$ cat src/rtl/hazard_unit_md.sv
// -----------------------------------------------------------------------------
// hazard_unit_md
//   Hazard / forwarding controller for the 5-stage in-order pipeline
//   (F/D/E/M/W). It generates the stall and flush enables for the pipeline
//   registers, handles load-use and branch-in-D interlocks, and produces the
//   E-stage and D-stage forwarding selects. It also provides:
//     - an interlock FSM that holds a multi-cycle (mul/div) op in E for
//       MD_LAT cycles,
//     - an exception kill path,
//     - a saturating counter of fetch-stall cycles.
//
// Parameters
//   AW     register address width (register 0 reads as zero)
//   MD_LAT E-stage cycles a multi-cycle op occupies, 1..64
//   CNT_W  stall counter width
//
// Ports
//   clk, resetn              clock, asynchronous active-low reset
//   ra1D, ra2D               D-stage source registers
//   ra1E, ra2E               E-stage source registers
//   dstE, dstM, dstW         destination register per stage
//   wrE, wrM, wrW            stage writes a register
//   ldE, ldM                 stage holds a load
//   branchD                  D holds an operand-comparing branch
//   mdE                      E holds a multi-cycle op
//   i_wait, d_wait           I-cache / D-cache not ready
//   excp                     exception/redirect from M, kills younger stages
//   cnt_clr                  synchronous clear of stall_cnt
//   stallF..stallM           hold stage register
//   flushD..flushW           insert bubble into stage register
//   fwdaE, fwdbE             E operand select: 0 regfile, 1 from W, 2 from M
//   fwdaD, fwdbD             D branch operand forwarded from M
//   md_busy                  interlock FSM is in BUSY
//   stall_cnt                saturating count of cycles with stallF=1
// -----------------------------------------------------------------------------
module hazard_unit_md #(
   parameter int AW     = 5,
   parameter int MD_LAT = 3,
   parameter int CNT_W  = 32
) (
   input  logic             clk,
   input  logic             resetn,
   input  logic [AW-1:0]    ra1D,
   input  logic [AW-1:0]    ra2D,
   input  logic [AW-1:0]    ra1E,
   input  logic [AW-1:0]    ra2E,
   input  logic [AW-1:0]    dstE,
   input  logic [AW-1:0]    dstM,
   input  logic [AW-1:0]    dstW,
   input  logic             wrE,
   input  logic             wrM,
   input  logic             wrW,
   input  logic             ldE,
   input  logic             ldM,
   input  logic             branchD,
   input  logic             mdE,
   input  logic             i_wait,
   input  logic             d_wait,
   input  logic             excp,
   input  logic             cnt_clr,
   output logic             stallF,
   output logic             stallD,
   output logic             stallE,
   output logic             stallM,
   output logic             flushD,
   output logic             flushE,
   output logic             flushM,
   output logic             flushW,
   output logic [1:0]       fwdaE,
   output logic [1:0]       fwdbE,
   output logic             fwdaD,
   output logic             fwdbD,
   output logic             md_busy,
   output logic [CNT_W-1:0] stall_cnt
);

   // Down-counter width: largest loaded value is MD_LAT-2 = 62.
   localparam int MCW = 6;

   typedef enum logic {
      IDLE = 1'b0,
      BUSY = 1'b1
   } mdState_t;

   mdState_t         state, stateNext;
   logic [MCW-1:0]   mdCnt, mdCntNext;
   logic             mdStall;
   logic             loadUse, branchStall;
   logic             eHitD, mLoadHitD;

   // ---------------------------------------------------------------------------
   // Hazard detection terms
   // ---------------------------------------------------------------------------
   assign eHitD       = wrE && (dstE != '0) && ((dstE == ra1D) || (dstE == ra2D));
   assign mLoadHitD   = ldM && (dstM != '0) && ((dstM == ra1D) || (dstM == ra2D));
   assign loadUse     = ldE && eHitD;
   assign branchStall = branchD && (eHitD || mLoadHitD);

   // The md stall is asserted on the launch cycle in IDLE and on every BUSY
   // cycle with cnt!=0; the final BUSY cycle (cnt==0) lets E advance.
   assign mdStall = ((state == IDLE) && mdE && (MD_LAT > 1)) ||
                    ((state == BUSY) && (mdCnt != '0));

   // ---------------------------------------------------------------------------
   // Interlock FSM
   // ---------------------------------------------------------------------------
   // NOTE: sequential state uses non-blocking assignments so every register
   // samples the pre-edge values; blocking here would create ordering races.
   always_ff @(posedge clk or negedge resetn) begin
      if (!resetn) begin
         state <= IDLE;
         mdCnt <= '0;
      end else begin
         state <= stateNext;
         mdCnt <= mdCntNext;
      end
   end

   // NOTE: every variable written in a combinational block gets a default
   // first, so no path can leave it unassigned and infer a latch.
   always_comb begin
      stateNext = state;
      mdCntNext = mdCnt;
      if (excp) begin
         stateNext = IDLE;
         mdCntNext = '0;
      end else begin
         unique case (state)
            IDLE: begin
               // Launch is deferred while the D-cache holds the pipe.
               if (mdE && !d_wait && (MD_LAT > 1)) begin
                  stateNext = BUSY;
                  mdCntNext = MCW'(MD_LAT - 2);
               end
            end
            BUSY: begin
               if (mdCnt != '0) begin
                  mdCntNext = mdCnt - 1'b1;
               end else if (!d_wait) begin
                  stateNext = IDLE;
               end
            end
            default: stateNext = IDLE;
         endcase
      end
   end

   // ---------------------------------------------------------------------------
   // Stall / flush / forward generation, priority ordered
   // ---------------------------------------------------------------------------
   always_comb begin
      stallF = 1'b0;
      stallD = 1'b0;
      stallE = 1'b0;
      stallM = 1'b0;
      flushD = 1'b0;
      flushE = 1'b0;
      flushM = 1'b0;
      flushW = 1'b0;
      fwdaE  = 2'd0;
      fwdbE  = 2'd0;
      fwdaD  = 1'b0;
      fwdbD  = 1'b0;

      if (!resetn) begin
         // Everything held at zero while reset is asserted.
      end else if (excp) begin
         flushD = 1'b1;
         flushE = 1'b1;
         flushM = 1'b1;
      end else if (d_wait) begin
         stallF = 1'b1;
         stallD = 1'b1;
         stallE = 1'b1;
         stallM = 1'b1;
         flushW = 1'b1;
      end else begin
         // Forwarding is only meaningful when the pipe is not killed or frozen.
         if ((ra1E != '0) && (ra1E == dstM) && wrM)      fwdaE = 2'd2;
         else if ((ra1E != '0) && (ra1E == dstW) && wrW) fwdaE = 2'd1;
         if ((ra2E != '0) && (ra2E == dstM) && wrM)      fwdbE = 2'd2;
         else if ((ra2E != '0) && (ra2E == dstW) && wrW) fwdbE = 2'd1;
         // A load in M has no data yet, so it cannot feed the D comparator.
         fwdaD = (ra1D != '0) && (ra1D == dstM) && wrM && !ldM;
         fwdbD = (ra2D != '0) && (ra2D == dstM) && wrM && !ldM;

         if (mdStall) begin
            stallF = 1'b1;
            stallD = 1'b1;
            stallE = 1'b1;
            flushM = 1'b1;
         end else if (i_wait) begin
            stallF = 1'b1;
            if (branchD) begin
               // Keep the branch in D and bubble E instead of dropping it.
               stallD = 1'b1;
               flushE = 1'b1;
            end else begin
               flushD = 1'b1;
            end
         end else if (loadUse || branchStall) begin
            stallF = 1'b1;
            stallD = 1'b1;
            flushE = 1'b1;
         end
      end
   end

   assign md_busy = (state == BUSY);

   // ---------------------------------------------------------------------------
   // Saturating stall counter; clear wins over increment
   // ---------------------------------------------------------------------------
   always_ff @(posedge clk or negedge resetn) begin
      if (!resetn) begin
         stall_cnt <= '0;
      end else if (cnt_clr) begin
         stall_cnt <= '0;
      end else if (stallF && (stall_cnt != '1)) begin
         stall_cnt <= stall_cnt + 1'b1;
      end
   end

endmodule

$ cat config.mk
export PLATFORM = sky130hd
export DESIGN_NAME = hazard_unit_md
export DESIGN_NICKNAME = d
export VERILOG_FILES = /design/src/rtl/hazard_unit_md.sv
export SDC_FILE = /design/constraint.sdc
export NUM_CORES = 1
export LEC_CHECK = 0
export CORE_UTILIZATION = 38
export CTS_CLUSTER_SIZE = 30
export DETAILED_ROUTE_END_ITERATION = 8
export PLACE_DENSITY = 0.8
export SKIP_CTS_REPAIR_TIMING = 1
export SYNTH_ARGS = -nofsm -noshare
export SYNTH_HDL_FRONTEND = slang
export SYNTH_SLANG_ARGS = --single-unit
$ cat constraint.sdc
create_clock -name clk -period 2.9 [get_ports clk]
set_input_delay 0.725 -clock clk [delete_from_list [all_inputs] [get_ports clk]]
set_output_delay 0.725 -clock clk [all_outputs]
set_load 0.005 [all_outputs]
==> results.cfg, run 1 <==
[worst_setup_path]
timing.critical_path.from = dstM[1]
critical_path.startpoint_type = input pin
rr_endpoint = stall_cnt[29]$_DFFE_PN0P_
timing.critical_path.cells = dlymetal6s2s_1, or4_1, o211ai_1, a21o_1, nand2_1, nand2_1, nor2_1, o21a_1, dlymetal6s2s_1
worst_r2r_path_depth = 9
timing.critical_path.required_ns = 2.17
critical-path-max-stage-delay_ns = 0.53
endpoint_arrival_time_on_the_critical_path_ns = 2.21
critical-path-slowest-cell = or4_1
maximum_fanout_count_along_the_critical_path = 3
ff2ff_setup_slack_ns = 0.28
crit_path_capture_type = output port
reg2reg_from = stall_cnt[3]$_DFFE_PN0P_
path_class = input pin to output port

[route]
detail_route.first_pass.iterations = 4
remaining_drcs = 0
vias = 2870
routed_wire_length_per_instance_um = 14.9
totalWireLength_mm = 8.36
first_iteration_detailed_routing_drc_count = 174
drt.antenna.violating_nets = 0
via_count_normalized_by_instance_count = 5.10

[die]
die_height_um = 87.9
std_cell_rows = 30
die_area_mm2 = 0.00772
die_w_um = 87.9
floorplan.initialDensity = 0.403
boundaryPins = 95
core-area_mm2 = 0.00694

[placed_design]
area_after_dpl_mm2 = 0.00406
number_of_buffer_cells_added_on_primary_ports = 94
dpl_wire_length_mm = 6.26
gp_routability_congestion = 0.856
place_inst = 548
dp_worst_setup_slack_ns = -0.652

[timing]
max_freq_mhz = 341
worst_slack_ns = -0.0332
period_needed_ns = 2.93
maxSlewViolCount = 0
fin_worst_hold_slack_ns = 0.553
fin_skew_ns = 0.00892
grt_setup_unrepaired = true
period_share = 1.01
timing.setup.tns_ns = -0.0332
timing.slew.headroom = 0.531
report.final.hold_viol_count = 0
finalSetupViolations = 1
timing_worst_slew_pin_value_ns = 0.701

[clock_network]
worstSkewPairLatency_ns = 0.29
clock_path_buffers = 2
cts_clock_pin_slew_for_the_worst_setup_and_hold_paths_ns = 0.08
cts_tree = built
depth_of_the_cts_h_tree = 2
cts.sinks = 39
tritoncts.num_buffers = 5
cts-root-buf = clkbuf_8

[layout]
layout_cell_share_with_drive_strength_beyond_1 = 0.180
layoutNonFillerInstCount = 563
insertedDiodeCount = 0
post-route-util = 0.633
area_growth_pct = 56.9
layout.cell_area.non_filler_mm2 = 0.00440
final_net_count = 517

[synthesis]
synth_largest_type_area_fraction = 0.348
yosys.cell_types.count = 39
seq_area_frac_synth = 0.348
count_of_state_elements_after_synthesis = 39
net_count_after_synthesis = 386
async_flop_share = 1.00
synthTopCellsByArea = dfrtp_1 (35%), xnor2_1 (15%), nor2_1 (6.6%)
synth-warning-count = 0
synth-edff-count = 0
synthesized_instance_count = 335
synth.most_common_cell = nor2_1
mappedNetlistArea_mm2 = 0.00280
syn_avg_cell_area_um2 = 8.36
netlist.top_cell.by_area = dfrtp_1
postSynth.topFlopCell = dfrtp_1
synthTopCellsByCount = nor2_1 (49), xnor2_1 (47), dfrtp_1 (39)

[global_routing]
vias_in_the_first_global_route = 2715
globalRouteOverflowTotal = 0
largest_net_degree_at_the_start_of_global_routing = 40
grt_pass1_wl_mm = 12.6
antenna_violations_before_repair = 0
grt_util_all_layers = 0.209

[min_path]
hold_path_class = flip-flop to flip-flop
hold-path-cell-count = 2
min-delay-start = mdCnt[5]$_DFFE_PN0P_
endpoint_with_the_worst_hold_slack = mdCnt[5]$_DFFE_PN0P_

[status]
violations = negative setup slack
outcome = finished, violations left

[power_and_ir_drop]
total_power_mw = 1.28
power.static_leakage_nw = 2.05
peak_vdd_ir_mv = 0.220
power_density_mw_per_mm2 = 290

[flow_run]
max-cap-violations = 0
==> placed cells by master (no fill, tap or decap), drive strengths merged, types with 5 or more instances in the layout <==
cell           netlist  final
or3                  5      5
dfrtp               39     39
buf                 10     49
xnor2               47     47
clkdlybuf4s50        0     53
nand2               23     23
dlymetal6s2s         0     37
nor3                18     18
xor2                20     20
or4                  8      8
nand4               14     14
inv                  7      7
a21oi               13     13
nor2                49     49
clkbuf               6      7
nor4                 8      8
o21ai                7      7
and3                 7      7
nand3               21     21
==> final cells by class <==
cell class                 instances  area [um^2]
tap                               96          120
clock inverter                     2         12.5
inverter                           7         26.3
fill                             579         2550
multi-input combinational        273         1820
clock buffer                       6         72.6
timing repair buffer             140         1370
sequential                        39          976
==> power by group <==
part,switching [mW],leakage [nW],internal (mW),total (mW)
Sequential,0.0156,0.539,0.558,0.574
Combinational,0.160,1.47,0.180,0.340
Clock,0.194,0.0412,0.168,0.363
==> layer usage <==
layer	wire [um]	track usage	up-vias
li1	-	-	1415
met1	3800	0.282	1363
met2	4110	0.352	79
met3	274	0.0292	13
met4	181	0.0537	0
met5	0	0	-
==> registers in the layout, indices dropped and copies added, names as in the netlist <==
register	flops
stall_cnt	32
mdCnt	6
md_busy	1
==> logic make-up after synthesis <==
family | Yosys count | share of synthesized area
AND/OR/NAND/NOR | 170 | 0.310
XOR/XNOR | 67 | 0.209
flip-flops | 39 | 0.348
AO/OA/AOI/OAI | 31 | 0.0701
buffers and inverters | 23 | 0.0402
adder cells (fa/ha/maj) | 3 | 0.0134
multiplexers | 2 | 0.00804
==> critical path: cells and delay by family <==
kind | cells | cell delay, ns
compound gates | 3 | 0.48
simple gates | 4 | 0.70
buf+inv | 2 | 0.30
==> worst max path at each step <==
| stage | slack (ns) | endpoint | cells past startpoint |
|---|---|---|---|
| after global placement | -0.63 | flushE | 9 |
| final | -0.03 | flushE | 9 |
| after detailed placement | -0.65 | flushE | 9 |
| after floorplan | 0.13 | flushE | 8 |
| after CTS | -0.66 | flushE | 9 |
| after global routing | -0.10 | flushE | 9 |
No activity file was read; power rests on OpenSTA's default activity.
==> inputs of run 2 (changes only) <==
- CTS_CLUSTER_DIAMETER: default -> 60
==> results of run 2 <==
Final layout, timing and power as in run 1 (identical DEF).
